--- src/rtl/mem_access_splitter.sv ---
// Memory-stage access splitter: turns one operand access into one or two
// line-aligned cache requests and merges the returned lines into a single
// right-aligned operand.
module mem_access_splitter #(
    parameter int LINE_BYTES = 16,
    parameter int OFFS_W     = 4
) (
    input  logic                    clk,
    input  logic                    clr,
    input  logic                    valid_in,
    input  logic [31:0]             mem_addr,
    input  logic [31:0]             mem_addr_end,
    input  logic [1:0]              mem_rw,
    input  logic [1:0]              opsize_in,
    input  logic [63:0]             wr_data,
    input  logic [6:0]              ptcid_in,
    output logic                    stall,
    output logic                    req_valid,
    input  logic                    req_ready,
    output logic [31:0]             req_addr,
    output logic                    req_we,
    output logic [LINE_BYTES-1:0]   req_wmask,
    output logic [8*LINE_BYTES-1:0] req_wdata,
    input  logic                    rsp_valid,
    input  logic [8*LINE_BYTES-1:0] rsp_data,
    input  logic                    rsp_fault,
    output logic                    done_valid,
    input  logic                    done_ready,
    output logic [63:0]             rd_data,
    output logic                    fault_out,
    output logic [6:0]              ptcid_out
);

    localparam int LW    = 8 * LINE_BYTES;
    localparam int TAG_W = 32 - OFFS_W;

    typedef enum logic [2:0] {IDLE, REQ_A, WAIT_A, REQ_B, WAIT_B, DONE} state_t;

    state_t state, state_nx;

    // Captured access
    logic [TAG_W-1:0]  tag_a;
    logic [TAG_W-1:0]  tag_b;
    logic              we_q;
    logic [1:0]        size_q;
    logic [63:0]       wdata_q;
    logic [6:0]        ptcid_q;
    logic [OFFS_W-1:0] off_q;
    logic              cross_q;

    // Returned data and result
    logic [LW-1:0]     line_a;
    logic              fault_q;
    logic [63:0]       rd_q;

    // Combinational helpers
    logic [7:0]              size_be;
    logic [63:0]             size_bits;
    logic [2*LINE_BYTES-1:0] full_mask;
    logic [2*LW-1:0]         full_wdata;
    logic [LW-1:0]           asm_a;
    logic [LW-1:0]           asm_b;
    logic [2*LW-1:0]         merged;
    logic [63:0]             assembled;
    logic                    fault_nx;
    logic                    load_result;

    // Only the line tag of the end address matters; its offset bits are dropped.
    logic unused_end_offs;
    assign unused_end_offs = ^mem_addr_end[OFFS_W-1:0];

    assign stall      = (state != IDLE);
    assign done_valid = (state == DONE);
    assign rd_data    = rd_q;
    assign fault_out  = fault_q;
    assign ptcid_out  = ptcid_q;

    // Operand size decode: byte enables and bit mask for the operand width.
    always_comb begin
        size_be   = 8'h01;
        size_bits = 64'h0000_0000_0000_00FF;
        case (size_q)
            2'd0: begin size_be = 8'h01; size_bits = 64'h0000_0000_0000_00FF; end
            2'd1: begin size_be = 8'h03; size_bits = 64'h0000_0000_0000_FFFF; end
            2'd2: begin size_be = 8'h0F; size_bits = 64'h0000_0000_FFFF_FFFF; end
            default: begin size_be = 8'hFF; size_bits = 64'hFFFF_FFFF_FFFF_FFFF; end
        endcase
    end

    // Position store mask and data across a two-line window.
    always_comb begin
        full_mask  = {{(2*LINE_BYTES-8){1'b0}}, size_be} << off_q;
        full_wdata = {{(2*LW-64){1'b0}}, wdata_q} << {off_q, 3'b000};
    end

    // Read assembly from the line pair, using the live response for the line
    // arriving this cycle so the result can be registered on entry to DONE.
    always_comb begin
        asm_a     = (state == WAIT_A) ? rsp_data : line_a;
        asm_b     = (state == WAIT_B) ? rsp_data : '0;
        merged    = {asm_b, asm_a} >> {off_q, 3'b000};
        assembled = merged[63:0] & size_bits;
    end

    // Next-state and request outputs.
    always_comb begin
        state_nx    = state;
        req_valid   = 1'b0;
        req_addr    = '0;
        req_we      = 1'b0;
        req_wmask   = '0;
        req_wdata   = '0;
        fault_nx    = fault_q;
        load_result = 1'b0;
        case (state)
            IDLE: begin
                if (valid_in) begin
                    state_nx = (mem_rw == 2'b00) ? DONE : REQ_A;
                end
            end
            REQ_A: begin
                req_valid = 1'b1;
                req_addr  = {tag_a, {OFFS_W{1'b0}}};
                req_we    = we_q;
                if (we_q) begin
                    req_wmask = full_mask[LINE_BYTES-1:0];
                    req_wdata = full_wdata[LW-1:0];
                end
                if (req_ready) state_nx = WAIT_A;
            end
            WAIT_A: begin
                if (rsp_valid) begin
                    fault_nx = fault_q | rsp_fault;
                    if (rsp_fault || !cross_q) begin
                        state_nx    = DONE;
                        load_result = 1'b1;
                    end else begin
                        state_nx = REQ_B;
                    end
                end
            end
            REQ_B: begin
                req_valid = 1'b1;
                req_addr  = {tag_b, {OFFS_W{1'b0}}};
                req_we    = we_q;
                if (we_q) begin
                    req_wmask = full_mask[2*LINE_BYTES-1:LINE_BYTES];
                    req_wdata = full_wdata[2*LW-1:LW];
                end
                if (req_ready) state_nx = WAIT_B;
            end
            WAIT_B: begin
                if (rsp_valid) begin
                    fault_nx    = fault_q | rsp_fault;
                    state_nx    = DONE;
                    load_result = 1'b1;
                end
            end
            DONE: begin
                if (done_ready) state_nx = IDLE;
            end
            default: state_nx = IDLE;
        endcase
    end

    // State register.
    always_ff @(posedge clk) begin
        if (clr) state <= IDLE;
        else     state <= state_nx;
    end

    // Access capture, line storage and result registers.
    always_ff @(posedge clk) begin
        if (clr) begin
            tag_a   <= '0;
            tag_b   <= '0;
            we_q    <= 1'b0;
            size_q  <= '0;
            wdata_q <= '0;
            ptcid_q <= '0;
            off_q   <= '0;
            cross_q <= 1'b0;
            line_a  <= '0;
            fault_q <= 1'b0;
            rd_q    <= '0;
        end else begin
            if (state == IDLE && valid_in) begin
                tag_a   <= mem_addr[31:OFFS_W];
                tag_b   <= mem_addr_end[31:OFFS_W];
                we_q    <= mem_rw[1];
                size_q  <= opsize_in;
                wdata_q <= wr_data;
                ptcid_q <= ptcid_in;
                off_q   <= mem_addr[OFFS_W-1:0];
                cross_q <= (mem_addr[31:OFFS_W] != mem_addr_end[31:OFFS_W]);
                line_a  <= '0;
                fault_q <= 1'b0;
                rd_q    <= '0;
            end
            if (state == WAIT_A && rsp_valid) line_a <= rsp_data;
            if ((state == WAIT_A || state == WAIT_B) && rsp_valid) fault_q <= fault_nx;
            // A faulted access returns no data.
            if (load_result) rd_q <= fault_nx ? '0 : assembled;
        end
    end

endmodule

--- config.mk ---
export PLATFORM = sky130hd
export DESIGN_NAME = mem_access_splitter
export DESIGN_NICKNAME = d
export VERILOG_FILES = /design/src/rtl/mem_access_splitter.sv
export SDC_FILE = /design/constraint.sdc
export NUM_CORES = 1
export LEC_CHECK = 0
export CORE_MARGIN = 2
export CORE_UTILIZATION = 30
export DETAILED_ROUTE_END_ITERATION = 16
export PLACE_DENSITY = 0.58
export SLEW_MARGIN = 40
export SYNTH_ARGS = -nofsm -noshare
export SYNTH_HDL_FRONTEND = slang
export SYNTH_SLANG_ARGS = --single-unit
--- constraint.sdc ---
create_clock -name clk -period 2.55 [get_ports clk]
set_input_delay 0.51 -clock clk [delete_from_list [all_inputs] [get_ports clk]]
set_output_delay 0.51 -clock clk [all_outputs]
set_load 0.01 [all_outputs]
-- After elaboration in Yosys (flattened, before gate mapping)
Index checks and enable logic that the tools add are counted.
- logic and storage cells: 82
- register bits: 331
- bits of input ports: 274
- output and inout port bits: 252
- muxes and demuxes: 35
- shifts and indexed selects: 3
- eq/ne operators: 14
- reductions and logical operators: 16
- bitwise logic cells: 2
- operator list (operator ; count):
    128-bit two-way mux ; 6
    128-bit case mux with 2 select lines ; 1
    64-bit by 7-bit << shifter with 256-bit output ; 1
    256-bit by 7-bit right shift with 64-bit output ; 1
    64-bit two-way mux ; 3
    64-bit case mux with 3 select lines ; 1
    64-bit AND ; 1
    32-bit case mux with 2 select lines ; 1
    16-bit two-way mux ; 2
    16-bit case mux with 2 select lines ; 1
    8-bit by 4-bit << shifter with 32-bit output ; 1
    28-bit inequality test ; 1
    3-bit two-way mux ; 8
    8-bit case mux with 3 select lines ; 1
    3-bit case mux with 6 select lines ; 1
    2-bit inequality test, second input constant ; 5
    1-bit two-way mux ; 9
    3-bit by 2-bit == test with 1-bit output, second input constant ; 2
    3-bit == test, second input constant ; 2
    6-bit AND reduction ; 1
    2-bit nonzero test ; 3
    2-bit logical NOT ; 2
    2-bit OR reduction ; 2
    3-bit by 1-bit == test with 1-bit output, second input constant ; 1
    10 further kinds ; 13

-- Longest topological paths before layout
Gate-level depths: netlist (run 1).
- depth after elaboration: 6
- depth in mapped cells: 12

-- Worst setup path after synthesis (run 1)
No wires, ideal clock.
- path kind: register to output
- start: register off_q[1]
- end: output port req_wdata[80]
- slack: -0.089 ns
- data arrival time: 2.129 ns
- stages on the path, launching flop included: 10
- cells stage by stage: dfxtp_1 -> buf_4 -> buf_4 -> buf_2 -> buf_2 -> buf_2 -> mux2i_1 -> mux2i_1 -> a22oi_1 -> o22ai_1
- longest elaborated chain between the ends: 3
- elaborated cells on any way between the ends: 4
- classes of those cells: shift (1); mux (3)
- ends and longest elaborated chain (element ; RTL line ; text):
    start: declaration ; 48 ; logic [OFFS_W-1:0] off_q;
    start signal: assignment ; 194 ; off_q <= mem_addr[OFFS_W-1:0];
    64-bit by 7-bit << shifter with 256-bit output (*) ; 93 ; full_wdata = {{(2*LW-64){1'b0}}, wdata_q} << {off_q, 3'b000};
    128-bit two-way mux (on tied branches) ; 146, 125 ;
    128-bit case mux with 2 select lines (*) ; 115 ; case (state)
    end: declaration ; 23 ; output logic [8*LINE_BYTES-1:0] req_wdata,
Every way passes the cells marked *; elsewhere a longest branch is shown, timed or not.

-- Worst setup path in the final report (run 1)
- start: register off_q[1]
- end: output port req_wdata[98]
Same word-level chain as after synthesis.

==> impl_metrics.ini, run 1 <==
[status]
outcome = complete, but fails checks
violations = negative setup slack

[clock_tree]
cts_max_level = 2
cts_tree = done
clock_latency_ps = 600
cts.sinks = 331
clk_pin_slew_ps = 60
root_buffer = clkbuf_16
cts_hold_buffers = 0
cts_buffers = 43
clockBufferDepth = 3

[synthesis]
synthTopCellsByCount = 598 x nand2_1, 390 x a21oi_1, 331 x dfxtp_1
post-synth-top-count-cell = nand2_1
synth_area_leaders = dfxtp_1 28%, mux2i_1 12%, nand2_1 9.6%, mux4_2 9.3%, a21oi_1 8.3%
synth-seq-cells = 331
syn-cell-area_sq_um = 23500
synth_top_area_frac = 0.283
synth.distinct_cells = 79
synth-async-reset-ratio = 0
ys.flop_type = dfxtp_1
netlist_instances = 2992
synth_area_per_cell_sq_um = 7.84
ys_warn_count = 0
yosysTopAreaCell = dfxtp_1
seq_area_frac_synth = 0.283
synth_edf_count = 0

[detailed_routing]
vias_per_cell = 5.90
post_drt_wl_per_cell_microns = 28.5
drc = 0
first_pass_iters = 6
vias = 29900
drt_iter0_drc = 3973
ant_nets = 0
routed_wl_microns = 144000

[placed_design]
routabilityCongestion = 1.04
port_buffers = 517
dp_hpwl_microns = 108000

[die]
core_sq_um = 77500
io_pins = 526
start_util = 0.303
die-area_sq_um = 80400
die_y_microns = 284
die_w_microns = 284
std_cell_rows = 102

[cells_and_area]
fin_nets = 4244
drive_above_1_share = 0.365
syn_to_final_growth_pct = 67.0
final_core_utilization = 0.506

[global_route]
met2_usage = 0.477
grt_util_all_layers = 0.334
met3_usage = 0.101
grt.overflow.total = 0
first_global_vias = 27300
grt_pass1_wl_microns = 198000
grt_max_degree = 121
globalRouteMet1Util = 0.450
busiest_layer = met2
antenna_found_initial = 22

[critical_path]
criticalPathCategory = flip-flop to primary output
critPathMaxFanout = 8
reg2reg_from = state[2]
crit_path_start_kind = flip-flop
setup.worst_path.start = off_q[1]
cp-end-kind = primary output
cp.required_ps = 2040
crit_arrival_ps = 2500

[timing]
tightest_slew_ps = 895
maxSlewViolCount = 0
fmax_mhz = 333
min_period_ps = 3010
setup-violations-final = 194
finClkSkew_ps = 34.8
postLayoutSetupSlackWorst_ps = -455
slew_headroom = 0.400
min_period_over_period = 1.18
final-hold-violation-count = 0
fin_setup_tns_ps = -47520
rsz0062_at_grt = yes

[power]
power_density_nw_per_um2 = 535
peakVddDrop_uv = 415
leakage_uw = 0.0146

[hold_path]
hp-class = input port to flip-flop
hp-start = clr

[run]
drv_cap = 0
[sequential cells by signal, summed over array words and instances, names as in the netlist]
register and count:
fault_out 1, size_q 2, rd_data 64, tag_b 28, we_q 1, off_q 4, ptcid_out 7, wdata_q 64
state 3, line_a 128, cross_q 1, tag_a 28
[per-layer routing]
layer	routed length, microns	share of wire
met5	37	0.00026
met1	57500	0.40
met2	59400	0.41
met3	17800	0.12
met4	9230	0.064
[critical path, stage by stage (launching register included)]
cell and delay, ps:
dfxtp_4 420, buf_12 170, buf_8 150, mux2i_4 240, nand2_1 120, o21ai_4 90, nor2_1 70, a31oi_1 250
buf_4 160, o22ai_1 60, buf_2 150
[cells by family (layout without fill, tap and decap cells)]
logic type | Yosys count | count (layout) | share of synthesized area
AOI/OAI and AO/OA | 823 | 823 | 0.213
xor gates and xnor gates | 28 | 28 | 0.0105
adders and majority gates | 1 | 1 | 0.000427
buffers and inverters | 291 | 1295 | 0.0548
DFF | 331 | 331 | 0.283
muxes | 445 | 445 | 0.245
other | 1 | 22 | 0.000160
and+or+nand+nor | 1072 | 1072 | 0.193
[layout make-up]
cell class / count / area (sq um)
fill: 7221 / 38300
tap: 1040 / 1300
inverter: 8 / 40.0
sequential: 331 / 6640
multi-input combinational: 2373 / 18100
clock inverter: 13 / 189
timing repair buffer: 1213 / 11600
antenna: 18 / 45.0
clock buffer: 61 / 1230
[cells in the final DEF, fill, tap and decap left out, types with 26 or more instances in the layout]
master           instances
o21ai_1                 27
buf_4                  502
a21oi_1                349
mux2_4                  26
buf_12                  66
mux4_2                  97
dfxtp_1                326
buf_6                  113
mux2i_2                 26
nor2_1                 141
nor2_2                  29
o22ai_1                 32
mux2i_1                221
nand2_1                578
nand3_1                174
mux2_2                  44
o21ai_0                 33
buf_2                  113
clkbuf_16               52
o22ai_2                 57
mux2i_4                 31
dlygate4sd2_1           30
clkdlybuf4s50_1        340
[through the flow]
step / instance area, sq um / instances / hold WS, ps / worst slack [ps] / total power (uW)
after global placement: 33600 / 4830 / 441 / -402 / 12800
after global routing: 39200 / 5056 / 206 / -495 / 21500
final: 39200 / 5057 / 236 / -455 / 21000
after detailed placement: 33600 / 4830 / 446 / -391 / 12800
after floorplan: 23500 / 2995 / 436 / 15.8 / 9160
after CTS: 36800 / 4973 / 187 / -443 / 20000
[repair_timing]
| action | CTS | global route |
|---|---|---|
| cloned | 15 | 9 |
| setup endpoints to repair | 217 | 235 |
| pin swaps | 83 | 119 |
| resized for setup | 979 | 410 |
| setup buffers | 68 | 67 |
[power by group]
group          switching, uW  internal, uW
Clock                   2670          3690
Combinational           4920          3890
Sequential               324          5480
Total                   7910         13100
[worst paths after layout]
path              depth (start not counted)            end  slack [ps]
setup / recovery                         10  req_wdata[98]        -460
hold / removal                            2    wdata_q[56]         240
setup reg to reg                         13    rd_data[30]        -250
hold reg to reg                           2   ptcid_out[0]         450
Note: power is estimated with default switching activity, not from simulation.
==> run 2: changes to the inputs <==
CORE_MARGIN = unset   (was 2)
==> run 2 against run 1 <==
  * The run still ends with negative setup slack left
  * Final cell count increased by 0.57%
  * Count of clock-buffer cells in the layout decreased by 1
  * Register-to-register slack gained 130 ps
  * Core utilization increased by 0.81 points
  * Critical path type unchanged
==> impl_metrics.ini, run 2 (synthesis gave the netlist of run 1 again) <==
[detailed_routing]
vias_per_cell = 5.95
ant_nets = 0
vias = 30300
drc = 0
post_drt_wl_per_cell_microns = 28.4
drt_iter0_drc = 3931
routed_wl_microns = 145000
first_pass_iters = 9

[global_route]
grt_max_degree = 123
busiest_layer = met2
globalRouteMet1Util = 0.462
met2_usage = 0.488
grt_pass1_wl_microns = 197000
first_global_vias = 27500
grt_util_all_layers = 0.342
antenna_found_initial = 15
grt.overflow.total = 0
met3_usage = 0.106

[die]
die-area_sq_um = 79300
io_pins = 526
die_w_microns = 282
core_sq_um = 77300
die_y_microns = 282
std_cell_rows = 102
start_util = 0.303

[cells_and_area]
largest_reg_flops = 128
instances_no_fill = 5086
final_common_cell = nand2_1
top_register = line_a
syn_to_final_growth_pct = 69.4
drive_above_1_share = 0.379
seqCellArea_sq_um = 6640
final_area_sq_um = 39700
final_cell_mix = 569 x nand2_1, 514 x buf_4, 346 x a21oi_1, 342 x clkdlybuf4s50_1, 325 x dfxtp_1
fin_nets = 4271
fill_cells = 7291
multi_input_area_sq_um = 18200

[critical_path]
crit_arrival_ps = 2550
reg2reg_depth = 10
reg2reg_from = state[2]
critPathMaxFanout = 6
cp-end-kind = primary output
criticalPathCategory = flip-flop to primary output
cp.required_ps = 2040
crit_path_start_kind = flip-flop
reg2reg_slack_ps = -120
rr_endpoint = rd_data[39]

[placed_design]
dpl_cell_area_sq_um = 33600
numPlacedInstances = 4839
dp_hpwl_microns = 107000
routabilityCongestion = 1.09
port_buffers = 517

[timing]
final-hold-violation-count = 0
fin_setup_tns_ps = -49440
postLayoutSetupSlackWorst_ps = -511
min_period_over_period = 1.20
finClkSkew_ps = 46.9
maxSlewViolCount = 0
min_period_ps = 3060
slew_headroom = 0.435
rsz0062_at_grt = yes
fmax_mhz = 327
tightest_slew_ps = 844
whs_ps = 187
setup-violations-final = 176

[power]
finalPower_uw = 21600
power_density_nw_per_um2 = 543
leakage_uw = 0.0147
peakVddDrop_uv = 467

[clock_tree]
cts.sinks = 331
clk_pin_slew_ps = 60
clockBufferDepth = 3
cts_max_level = 2
cts_buffers = 43
cts_tree = done
root_buffer = clkbuf_16
clock_latency_ps = 620

[status]
violations = negative setup slack
outcome = complete, but fails checks

[hold_path]
min_to = off_q[1]
hp-class = input port to flip-flop
min_delay_path_depth = 2
hp-start = clr

[run]
drv_cap = 0
-- run 2: power by group --
group          switching, uW  leakage [uW]  total (uW)  internal, uW
combinational           5020        0.0113        9060          4040
clock                   2750      0.000750        6710          3960
sequential               330       0.00269        5810          5480
-- run 2: worst max-delay path by stage --
stage / cells past startpoint / to / from
after floorplan: 8 / req_wdata[12] / off_q[0]
after global placement: 7 / req_wdata[112] / off_q[1]
after CTS: 9 / req_wdata[111] / off_q[1]
after detailed placement: 7 / req_wdata[112] / off_q[1]
after global routing: 10 / req_wdata[98] / off_q[1]
final: 8 / req_wdata[44] / off_q[1]
-- run 2: routing by layer --
layer	part of all wire	up-vias	wire length (microns)
met5	0.00044	-	63
met4	0.064	6	9270
met3	0.13	497	18400
met2	0.41	2158	59900
met1	0.39	14600	57000
li1	-	13000	-
-- run 2: layout make-up --
| type | instances | share of cell area |
|---|---|---|
| Multi-Input combinational cell | 2373 | 0.457 |
| Inverter | 8 | 0.00126 |
| Clock inverter | 20 | 0.00702 |
| Tap cell | 1040 | 0.0328 |
| Antenna cell | 14 | 0.000882 |
| Sequential cell | 331 | 0.167 |
| Timing Repair Buffer | 1240 | 0.302 |
| Clock buffer | 60 | 0.0315 |
-- run 2: what timing repair did --
action                                  4_1_cts  5_1_grt
endpoints found under the hold margin         0        0
buffers inserted                             65       83
hold buffers                                  0        0
pin swaps                                    77      127
cloned                                       16       15
resized for setup                           997      486
endpoints found under the setup margin      221      235
-- run 2: stage by stage --
step	setup slack, ps	utilization
floorplan	15.8	-
global placement	-545	0.435
detailed placement	-522	0.435
CTS	-462	0.481
global route	-526	0.514
finish	-511	0.514
-- run 2: worst max-delay path, cell delays in order (launching register included) --
cell and delay (ps):
dfxtp_4 460, buf_12 180, buf_12 140, mux2_4 200, nor2_4 40, a21oi_2 410, a21oi_4 140, o22ai_2 180
buf_2 180
